**config.mk**
```make
export PLATFORM = sky130hd
export DESIGN_NAME = mem_stage
export DESIGN_NICKNAME = d
export VERILOG_FILES = /design/src/rtl/mem_stage_pkg.sv /design/src/rtl/mem_stage_load_align.sv /design/src/rtl/mem_stage.sv
export SDC_FILE = /design/constraint.sdc
export NUM_CORES = 1
export LEC_CHECK = 0
export CAP_MARGIN = 20
export CORE_ASPECT_RATIO = 0.9
export CORE_MARGIN = 2
export CORE_UTILIZATION = 35
export DETAILED_ROUTE_END_ITERATION = 7
export DONT_BUFFER_PORTS = 1
export GPL_ROUTABILITY_DRIVEN = 0
export SLEW_MARGIN = 40
export SYNTH_ARGS = -nofsm -noshare
export SYNTH_HDL_FRONTEND = slang
export SYNTH_SLANG_ARGS = --single-unit
export TNS_END_PERCENT = 100
```
**constraint.sdc**
```tcl
create_clock -name clk -period 3.35 [get_ports clk]
set_input_delay 0.5025 -clock clk [delete_from_list [all_inputs] [get_ports clk]]
set_output_delay 0.5025 -clock clk [all_outputs]
set_load 0.005 [all_outputs]
```
**src/rtl/mem_stage_pkg.sv**
```systemverilog
// Shared definitions for the memory-access stage: opcodes, funct3 size codes,
// FSM state encoding and a funct3 legality helper.
package mem_stage_pkg;

    localparam logic [6:0] LOAD_OP   = 7'b0000011;
    localparam logic [6:0] STORE_OP  = 7'b0100011;
    localparam logic [6:0] OP_IMM_OP = 7'b0010011;
    localparam logic [6:0] OP_OP     = 7'b0110011;
    localparam logic [6:0] LUI_OP    = 7'b0110111;
    localparam logic [6:0] AUIPC_OP  = 7'b0010111;
    localparam logic [6:0] JAL_OP    = 7'b1101111;
    localparam logic [6:0] JALR_OP   = 7'b1100111;
    localparam logic [6:0] BRANCH_OP = 7'b1100011;

    localparam logic [2:0] F3_BYTE  = 3'b000;
    localparam logic [2:0] F3_HALF  = 3'b001;
    localparam logic [2:0] F3_WORD  = 3'b010;
    localparam logic [2:0] F3_BYTEU = 3'b100;
    localparam logic [2:0] F3_HALFU = 3'b101;

    typedef enum logic {
        IDLE   = 1'b0,
        ACCESS = 1'b1
    } state_t;

    // Unsigned sizes exist only for loads; stores accept the three signed codes.
    function automatic logic f3_legal(input logic is_store, input logic [2:0] f3);
        logic ok;
        case (f3)
            F3_BYTE, F3_HALF, F3_WORD: ok = 1'b1;
            F3_BYTEU, F3_HALFU:        ok = ~is_store;
            default:                   ok = 1'b0;
        endcase
        return ok;
    endfunction

endpackage

```
**src/rtl/mem_stage_load_align.sv**
```systemverilog
// Picks the addressed byte/halfword out of the loaded word and sign- or
// zero-extends it according to funct3.
module load_align (
    input  logic [31:0] mem_rdata,
    input  logic [1:0]  offset,
    input  logic [2:0]  funct3,
    output logic [31:0] load_data
);
    import mem_stage_pkg::*;

    logic [7:0]  byte_s;
    logic [15:0] half_s;

    // Lane selection followed by extension.
    always_comb begin
        byte_s    = mem_rdata[7:0];
        half_s    = offset[1] ? mem_rdata[31:16] : mem_rdata[15:0];
        load_data = mem_rdata;
        case (offset)
            2'd0:    byte_s = mem_rdata[7:0];
            2'd1:    byte_s = mem_rdata[15:8];
            2'd2:    byte_s = mem_rdata[23:16];
            2'd3:    byte_s = mem_rdata[31:24];
            default: byte_s = mem_rdata[7:0];
        endcase
        case (funct3)
            F3_BYTE:  load_data = {{24{byte_s[7]}}, byte_s};
            F3_HALF:  load_data = {{16{half_s[15]}}, half_s};
            F3_BYTEU: load_data = {24'h000000, byte_s};
            F3_HALFU: load_data = {16'h0000, half_s};
            default:  load_data = mem_rdata;
        endcase
    end

endmodule

```
**src/rtl/mem_stage.sv**
```systemverilog
// Memory-access stage: single-outstanding req/ack data-memory transaction for
// loads and stores, pass-through of the execute result for everything else.
module mem_stage #(
    parameter logic [6:0] LOAD_OP  = mem_stage_pkg::LOAD_OP,
    parameter logic [6:0] STORE_OP = mem_stage_pkg::STORE_OP
) (
    input  logic        clk,
    input  logic        rst_n,
    input  logic        valid_in,
    input  logic [6:0]  opcode,
    input  logic [2:0]  funct3,
    input  logic [31:0] c,
    input  logic [31:0] data2,
    output logic        stall,
    output logic        valid_out,
    output logic [31:0] result,
    output logic        mem_err,
    output logic        mem_req,
    output logic        mem_we,
    output logic [31:0] mem_addr,
    output logic [3:0]  mem_be,
    output logic [31:0] mem_wdata,
    input  logic        mem_ack,
    input  logic [31:0] mem_rdata
);
    import mem_stage_pkg::*;

    state_t      state_r;
    logic [31:0] c_r;
    logic [2:0]  f3_r;
    logic [1:0]  off_r;
    logic        is_load_r;

    logic        is_load_s;
    logic        is_store_s;
    logic        legal_s;
    logic [3:0]  be_s;
    logic [31:0] wdata_s;
    logic [31:0] load_data_s;

    assign stall = (state_r == ACCESS);

    // Decode legality, byte enables and replicated store data from the incoming op.
    always_comb begin
        is_load_s  = (opcode == LOAD_OP);
        is_store_s = (opcode == STORE_OP);
        legal_s    = 1'b0;
        be_s       = 4'b0000;
        wdata_s    = data2;
        case (funct3)
            F3_BYTE, F3_BYTEU: begin
                legal_s = 1'b1;
                be_s    = 4'b0001 << c[1:0];
                wdata_s = {4{data2[7:0]}};
            end
            F3_HALF, F3_HALFU: begin
                legal_s = ~c[0];
                be_s    = 4'b0011 << {c[1], 1'b0};
                wdata_s = {2{data2[15:0]}};
            end
            F3_WORD: begin
                legal_s = (c[1:0] == 2'b00);
                be_s    = 4'b1111;
                wdata_s = data2;
            end
            default: begin
                legal_s = 1'b0;
                be_s    = 4'b0000;
                wdata_s = data2;
            end
        endcase
        if (f3_legal(is_store_s, funct3)) begin
            legal_s = legal_s & (is_load_s | is_store_s);
        end else begin
            legal_s = 1'b0;
        end
    end

    load_align u_load_align (
        .mem_rdata (mem_rdata),
        .offset    (off_r),
        .funct3    (f3_r),
        .load_data (load_data_s)
    );

    // Stage FSM; valid_out defaults low so it only pulses on retirement.
    always_ff @(posedge clk) begin
        if (!rst_n) begin
            state_r   <= IDLE;
            valid_out <= 1'b0;
            result    <= 32'h0000_0000;
            mem_err   <= 1'b0;
            mem_req   <= 1'b0;
            mem_we    <= 1'b0;
            mem_addr  <= 32'h0000_0000;
            mem_be    <= 4'b0000;
            mem_wdata <= 32'h0000_0000;
            c_r       <= 32'h0000_0000;
            f3_r      <= 3'b000;
            off_r     <= 2'b00;
            is_load_r <= 1'b0;
        end else begin
            valid_out <= 1'b0;
            case (state_r)
                IDLE: begin
                    if (valid_in) begin
                        if (!(is_load_s || is_store_s)) begin
                            result    <= c;
                            valid_out <= 1'b1;
                            mem_err   <= 1'b0;
                        end else if (legal_s) begin
                            mem_req   <= 1'b1;
                            mem_we    <= is_store_s;
                            mem_addr  <= {c[31:2], 2'b00};
                            mem_be    <= be_s;
                            mem_wdata <= wdata_s;
                            c_r       <= c;
                            f3_r      <= funct3;
                            off_r     <= c[1:0];
                            is_load_r <= is_load_s;
                            state_r   <= ACCESS;
                        end else begin
                            result    <= 32'h0000_0000;
                            valid_out <= 1'b1;
                            mem_err   <= 1'b1;
                        end
                    end
                end
                ACCESS: begin
                    if (mem_ack) begin
                        mem_req   <= 1'b0;
                        valid_out <= 1'b1;
                        mem_err   <= 1'b0;
                        result    <= is_load_r ? load_data_s : c_r;
                        state_r   <= IDLE;
                    end
                end
                default: state_r <= IDLE;
            endcase
        end
    end

endmodule

```
==> impl_results.md, run 1 <==
* Mapped Avg Cell Area at about 8 um2
* Vias in the first global route at 4914
* # DRC at 0
* Hold Startpoint: rst_n
* Util after Layout at 37.1%
* CTS HTree Levels at 3
* Hold Crit Class: in -> reg
* # hold bufs at CTS at 0
* Post-route setup TNS at 0 ns
* Crit-path leading delay family: simple AND/OR/NAND/NOR gates
* Worst-skew pair later-pin latency at 0.36 ns
* Hold EP: mem_wdata[13]$_SDFFE_PN0P_
* Met2 WL at 8540 um
* Worst path max stage delay at 0.52 ns
* Status: finished clean
* R2r worst-path depth at 5
* Die width at 139 um
* Die height at roughly 130 um
* Critical path arrival at 2.43 ns
* Share of post-route cells with drive strength above 1 at 6.89%
* Crit-path cells: nor4_2 -> nand2_1 -> nor3_4 -> buf_4 -> o211ai_1 -> a21boi_0
* Worst Path Max Fanout at 32
* Resize count post-CTS at 0
* Via/cell ratio at 6.09
* Fmax at approximately 0.46 GHz
* Slew at the pin with the worst max-slew slack at 0.806 ns
* Top FF cell, synth: dfxtp_1
* Syn. warnings at 0
* Final count of hold timing violations at 0
* Period minus WS final at 2.15 ns
* Setup Skew at 0.0105 ns
* Leakage at 2.16 nW
* DR pass1 iterations at 5
* HPWL after DPL at 13400 um
* I/O Pins at 215
* Ranking of synthesized cells by area: dfxtp_1 (38%), nand2_1 (8.4%), mux2i_1 (5.2%), buf_4 (4.7%), o21ai_0 (4.2%)
* Routed Wire Length at ~19000 um
* Yosys reg bits at 109
* Fin area at 0.00597 mm2
* # clock sinks at 109
* Setup CP Type: in -> reg
* FP Rows at 44
* Area occupied by multi-input gates at 0.00307 mm2
* CP Capture Type: flop
* Min-Delay Path Depth at 1
* Distinct cells, synth at 46
* Worst-path clk slew at 0.09 ns
* Storage cell area at about 0.0022 mm2
* Initial Utilization at 35.7%
* Post-Syn Instances at 700
* Post-synth EDFFs at 0
* Overall power at between 2 and 3 mW
* Largest net degree at the start of global routing at 110
* CP max-delay cell: nor4_2
* Tcrit/Tclk final at 64.2%
* Core area at 0.0161 mm2
* Post-CTS Repair Setup Buffers at 0
* Reg-to-Reg Start: c_r[1]$_SDFFE_PN0P_
* Max-cap viol count at 0
* Worst reg2reg setup slack at 1.27 ns
* Largest area contributor in the netlist: dfxtp_1
* Final setup viols at 0
* RSZ-0062 raised after global routing: false
* WP data required at 3.63 ns
* CP Launch Type: input port
* # nets final at 744
* Cell Pwr Density at 436 mW/mm2
* Antenna violations before repair at 0
* Reg-to-reg endpoint: result[27]$_SDFFE_PN0P_
* Routed met1 length at about 7500 um
* Syn-to-layout area delta at 4.04%
* GRT Util Overall at 21.3%
* Inserted Clock Buffers at 9
* Final Max Tran Viols at 0
* Netlist Area Pre-Place at 0.00574 mm2
* Fillers at 1648
* Port Buffers at 0
* Detail Route met3 WL at 2740 um
* Ant. Diodes at 0
* DRT iter0 DRCs at between 500 and 600
* Post-DRT Antenna Nets at 0
* Top layer in use: met4
* Ys async rst share at 0%
* CTS tree: yes
* Placed inst area at roughly 0.0056 mm2
* Routed via count at 5151
* Buf+Inv Stages, Crit Path at 1
* Longest Clk Path Bufs at 2
* Global-route wire length before repair at 29300 um
* Maximum vdd ir drop at between 0.0002 and 0.0003 V
* Synth top area share at 38.0%
* Routed length per instance at 22.5 um
* CTS root buffer: clkbuf_16
* Sequential fraction of the synthesis area at 38.0%
* Gr ovfl total at 0
* Worst slew margin at 46.2%
* Die area at 0.0174 mm2
-- layout by cell type, fill, tap and decap left out, types with 3 or more instances in the layout --
cell       count
nand2_1      128
nor3_1         6
a21boi_0      23
dfxtp_1      109
o211ai_1       9
and3_1         6
nand3_1       13
and2_1        20
clkinv_1       5
a21boi_1      30
o311ai_0      21
nor3b_1        4
a31oi_1       19
nor2_1        25
nor2b_1        3
o221ai_1      23
buf_4         13
o211a_1       18
clkbuf_16      9
mux2i_1       30
inv_8          5
o21ai_0       48
o22ai_1        6
nand2b_1       5
a21oi_1       29
-- cell type report --
type | instances | share of cell area (%)
tap | 207 | 4.34
timing repair buffer | 15 | 2.14
clock inverter | 7 | 1.36
clock buffer | 9 | 3.77
inverter | 5 | 0.315
multi-input combinational | 494 | 51.5
sequential | 109 | 36.6
-- cells in the mapped netlist, drive strengths merged (3+ instances only) --
library cell,instances
o22ai,6
or2,3
clkinv,5
buf,53
a21boi,53
o21ai,50
nand2b,5
a21oi,30
nor3,8
nor2,25
and2,20
o311ai,21
nor2b,3
o211ai,9
nand2,128
mux2i,30
nor3b,4
o211a,18
clkbuf,40
a31oi,19
o221ai,23
and3,6
dfxtp,109
nand3,13
-- through the flow --
| stage | hold slack, ns | cells | worst slack, ns |
|---|---|---|---|
| global route | 0.242 | 846 | 0.943 |
| finish | 0.267 | 846 | 1.20 |
| detailed placement | 0.474 | 829 | 0.779 |
| CTS | 0.248 | 845 | 1.20 |
| global placement | 0.465 | 828 | 0.895 |
| floorplan | 0.444 | 701 | 1.47 |
-- state kept, by name, indices dropped and copies added, names as in the netlist --
register and flops:
c_r 32, valid_out 1, mem_we 1, f3_r 3
mem_wdata 32, result 32, mem_err 1, mem_req 1
stall 1, is_load_r 1, mem_be 4
-- worst reg2reg max path: stages, from the launching register on --
cell and delay (ns):
dfxtp_1 0.51, mux2i_1 0.15, mux2_2 0.29, o21ai_2 0.63, o221ai_1 0.25, a21oi_1 0.18
-- where the power goes --
part	internal, mW	total [mW]	switching, mW
sequential	1.33	1.35	0.0277
combinational	0.0632	0.134	0.0703
clock	0.540	1.11	0.574
-- cells by family after synthesis --
| family | after synthesis | share of synthesized area [%] |
|---|---|---|
| buffers and inverters | 98 | 9.10 |
| AOI/OAI and AO/OA | 241 | 29.9 |
| and+or+nand+nor | 220 | 17.4 |
| muxes | 31 | 5.43 |
| DFF | 109 | 38.0 |
| other | 1 | 0.0654 |
-- per-layer routing --
layer	vias up	GRT usage, %
li1	2378	-
met4	0	4.63
met3	27	12.1
met2	267	33.1
met1	2479	25.8
met5	-	0
-- worst max path at each step --
stage	startpoint	end	slack, ns	cells after the start
after floorplan	opcode[3]	result[26]$_SDFFE_PN0P_	1.47	7
after global placement	opcode[3]	mem_wdata[31]$_SDFFE_PN0P_	0.90	6
after detailed placement	opcode[3]	mem_wdata[24]$_SDFFE_PN0P_	0.78	6
after CTS	opcode[3]	mem_wdata[31]$_SDFFE_PN0P_	1.20	6
after global routing	opcode[3]	mem_wdata[24]$_SDFFE_PN0P_	0.94	6
final	opcode[3]	mem_wdata[31]$_SDFFE_PN0P_	1.20	6
Note: power is estimated with default switching activity, not from simulation.
==> run 2, diff against run 1 <==
- clock period: 3.35 -> 1.9 ns (I/O delays scaled with it)
==> run 2 against run 1 <==
  * Register-to-register slack worse by 1.2 ns
  * Global-route usage is 0.58 points higher
  * Wire length rose by 4.4%
  * Count of clock-buffer cells in the layout unchanged
  * Non-clock buffer count up 16
  * Clock skew is 0.0046 ns lower
  * First-iteration DRC count decreased by 25%
  * Clock power increased by 71%
  * Die area unchanged
  * Critical path type is now reg -> reg
  * Largest cell class unchanged
  * Largest power group unchanged
==> impl_results.md, run 2 (synthesized netlist as in run 1, its figures left out) <==
* Leakage at 2.24 nW (+3.7%)
* Status: finished clean
* Port Buffers at 0 (unchanged)
* Share of post-route cells with drive strength above 1 at 9.16% (+2.3 points)
* # DRC at 0 (unchanged)
* Max-cap viol count at 0 (unchanged)
* # clock sinks at 109 (unchanged)
* Routed via count at 5227 (+1.5%)
* Min-Delay Path Depth at 1 (unchanged)
* Pre-CTS worst setup slack at 0.0882 ns (-0.691 ns)
* Ant. Diodes at 0 (unchanged)
* Final setup viols at 0 (unchanged)
* CP Capture Type: flop
* Worst setup path startpoint: stall$_SDFF_PN0_
* Longest Clk Path Bufs at 2 (unchanged)
* Post-DRT Antenna Nets at 0 (unchanged)
* Maximum vdd ir drop at 0.000478 V (+87%)
* Initial Utilization at 35.7% (unchanged)
* Global-route wire length before repair at 29900 um (+2.1%)
* Hold EP: mem_wdata[13]$_SDFFE_PN0P_
* CTS root buffer: clkbuf_16
* Period minus WS final at between 1.5 and 2 ns
* Vias in the first global route at 5188 (+5.6%)
* CP most frequent cell: buf_6
* Worst-path clk slew at 0.08 ns (about the same)
* Antenna violations before repair at 1 (+1)
* # nets final at 760 (+2.2%)
* Final Max Tran Viols at 0 (unchanged)
* Slew at the pin with the worst max-slew slack at 0.538 ns (-0.268 ns)
* Final count of hold timing violations at 0 (unchanged)
* Fin area at 0.00611 mm2 (+2.5%)
* Stages on the worst setup path at 7 (+1)
* Hold Crit Class: in -> reg
* Die width at 139 um (unchanged)
* Most frequent cells in the layout: nand2_1 (128), dfxtp_1 (109), o21ai_0 (47), a21boi_1 (30), mux2i_1 (30)
* Reg-to-Reg Start: stall$_SDFF_PN0_
* Core area at 0.0161 mm2 (unchanged)
* Post-CTS Repair Setup Buffers at 0 (unchanged)
* RSZ-0062 raised after global routing: false
* Hold Startpoint: rst_n
* Post-route setup TNS at 0 ns (unchanged)
* Worst path max stage delay at 0.38 ns (-0.14 ns)
* Die area at 0.0174 mm2 (unchanged)
* Worst slew margin at 64.0% (+18 points)
* Tcrit/Tclk final at 94.7%
* Worst-skew pair later-pin latency at 0.36 ns (about the same)
* CP max-delay cell: a21oi_4
* CTS tree: yes
* Routed length per instance at 23.0 um (+2.4%)
* Largest net degree at the start of global routing at 110 (unchanged)
* Via/cell ratio at 6.06 (-0.41%)
* I/O Pins at 215 (unchanged)
* HPWL after DPL at 13700 um (+2.8%)
* GRT Util Overall at 21.9% (+0.58 points)
* DRT iter0 DRCs at 374 (-25%)
* Largest regs: c_r: 32 flops, mem_wdata: 32 flops, result: 32 flops
* Setup CP Type: reg -> reg
* Die height at 125 um (unchanged)
* Routed Wire Length at 19800 um (+4.4%)
* Crit-path leading delay family: compound AO/OA/AOI/OAI gates
* CP Launch Type: flop
* Buf+Inv Stages, Crit Path at 3 (+2)
* Placed inst area at 0.00582 mm2 (+3.1%)
* Reg-to-reg endpoint: result[4]$_SDFFE_PN0P_
* Syn-to-layout area delta at 6.59%
* CTS HTree Levels at 3 (unchanged)
* FP Rows at 44 (unchanged)
* DR pass1 iterations at 6 (+1)
* Cell Pwr Density at 743 mW/mm2 (+70%)
* Worst setup margin at 0.101 ns (-1.10 ns)
* Setup Skew at 0.00584 ns (-0.00463 ns)
* Worst reg2reg setup slack at 0.10 ns (-1.17 ns)
* Gr ovfl total at 0 (unchanged)
* R2r worst-path depth at 7 (+2)
* WP data required at 2.18 ns (-1.45 ns)
* Inserted Clock Buffers at 9 (unchanged)
* # hold bufs at CTS at 0 (unchanged)
* Most common library cell in the layout ignoring fill and taps: nand2_1
* Fmax at between 0.5 and 0.6 GHz
* Worst Path Max Fanout at 18 (-44%)
* Critical path arrival at 2.08 ns (-0.35 ns)
* Crit-path cells: nand2_1 -> buf_4 -> a21oi_4 -> buf_6 -> buf_6 -> o21ai_0 -> a31oi_1
run 2: cell types whose count changed in the layout (fill, tap and decap cells not counted), sizes merged:
cell and delta:
buf +16, clkinv -1, clkinvlp +1
run 2: what timing repair did:
| item | CTS | global route |
|---|---|---|
| endpoints found under the hold margin | 0 | 0 |
| gates resized for setup | 0 | 1 |
| endpoints found under the setup margin | 0 | 5 |
run 2: worst max-delay path by stage:
stage	end	slack, ns
after floorplan	result[26]$_SDFFE_PN0P_	0.24
after global placement	result[1]$_SDFFE_PN0P_	0.03
after detailed placement	mem_wdata[28]$_SDFFE_PN0P_	0.09
after CTS	result[12]$_SDFFE_PN0P_	0.13
after global routing	result[6]$_SDFFE_PN0P_	0.006
final	result[4]$_SDFFE_PN0P_	0.10
run 2: worst reg2reg max path, cell delays in order (launching register included):
cell	delay (ns)
dfxtp_1	0.37
nand2_1	0.13
buf_4	0.17
a21oi_4	0.38
buf_6	0.23
buf_6	0.18
o21ai_0	0.09
a31oi_1	0.17
run 2: metal layers:
layer / GRT usage (%) / wire [um] / up-vias / share of wire [%]
met1: 26.5 / 7980 / 2520 / 40
li1: - / - / 2393 / -
met4: 6.83 / 332 / 2 / 1.7
met2: 34.0 / 9010 / 279 / 45
met5: 0 / 13 / - / 0.066
met3: 11.0 / 2500 / 33 / 13
run 2: report_power, final:
part / switching, mW / internal [mW] / leakage, nW
Sequential: 0.0520 / 2.34 / 0.887
Clock: 0.976 / 0.927 / 0.141
Combinational: 0.127 / 0.119 / 1.22
run 2: area by class of cell:
class                   instances  area [um2]
repair buffers                 31         290
well taps                     207         259
clock buffers                   9         225
inverters                       5        18.8
fillers                      1673        9960
flip-flops and latches        109        2180
multi-input cells             494        3070
clock inverters                 7        65.1
run 2: metrics by stage:
step | instances | utilization, % | power [mW] | hold WS (ns)
floorplan | 701 | - | 2.64 | 0.424
global placement | 844 | 36.1 | 2.67 | 0.422
detailed placement | 846 | 36.2 | 2.69 | 0.429
CTS | 862 | 38.0 | 4.60 | 0.0351
global route | 862 | 38.0 | 4.71 | 0.0360
finish | 862 | 38.0 | 4.54 | 0.0482
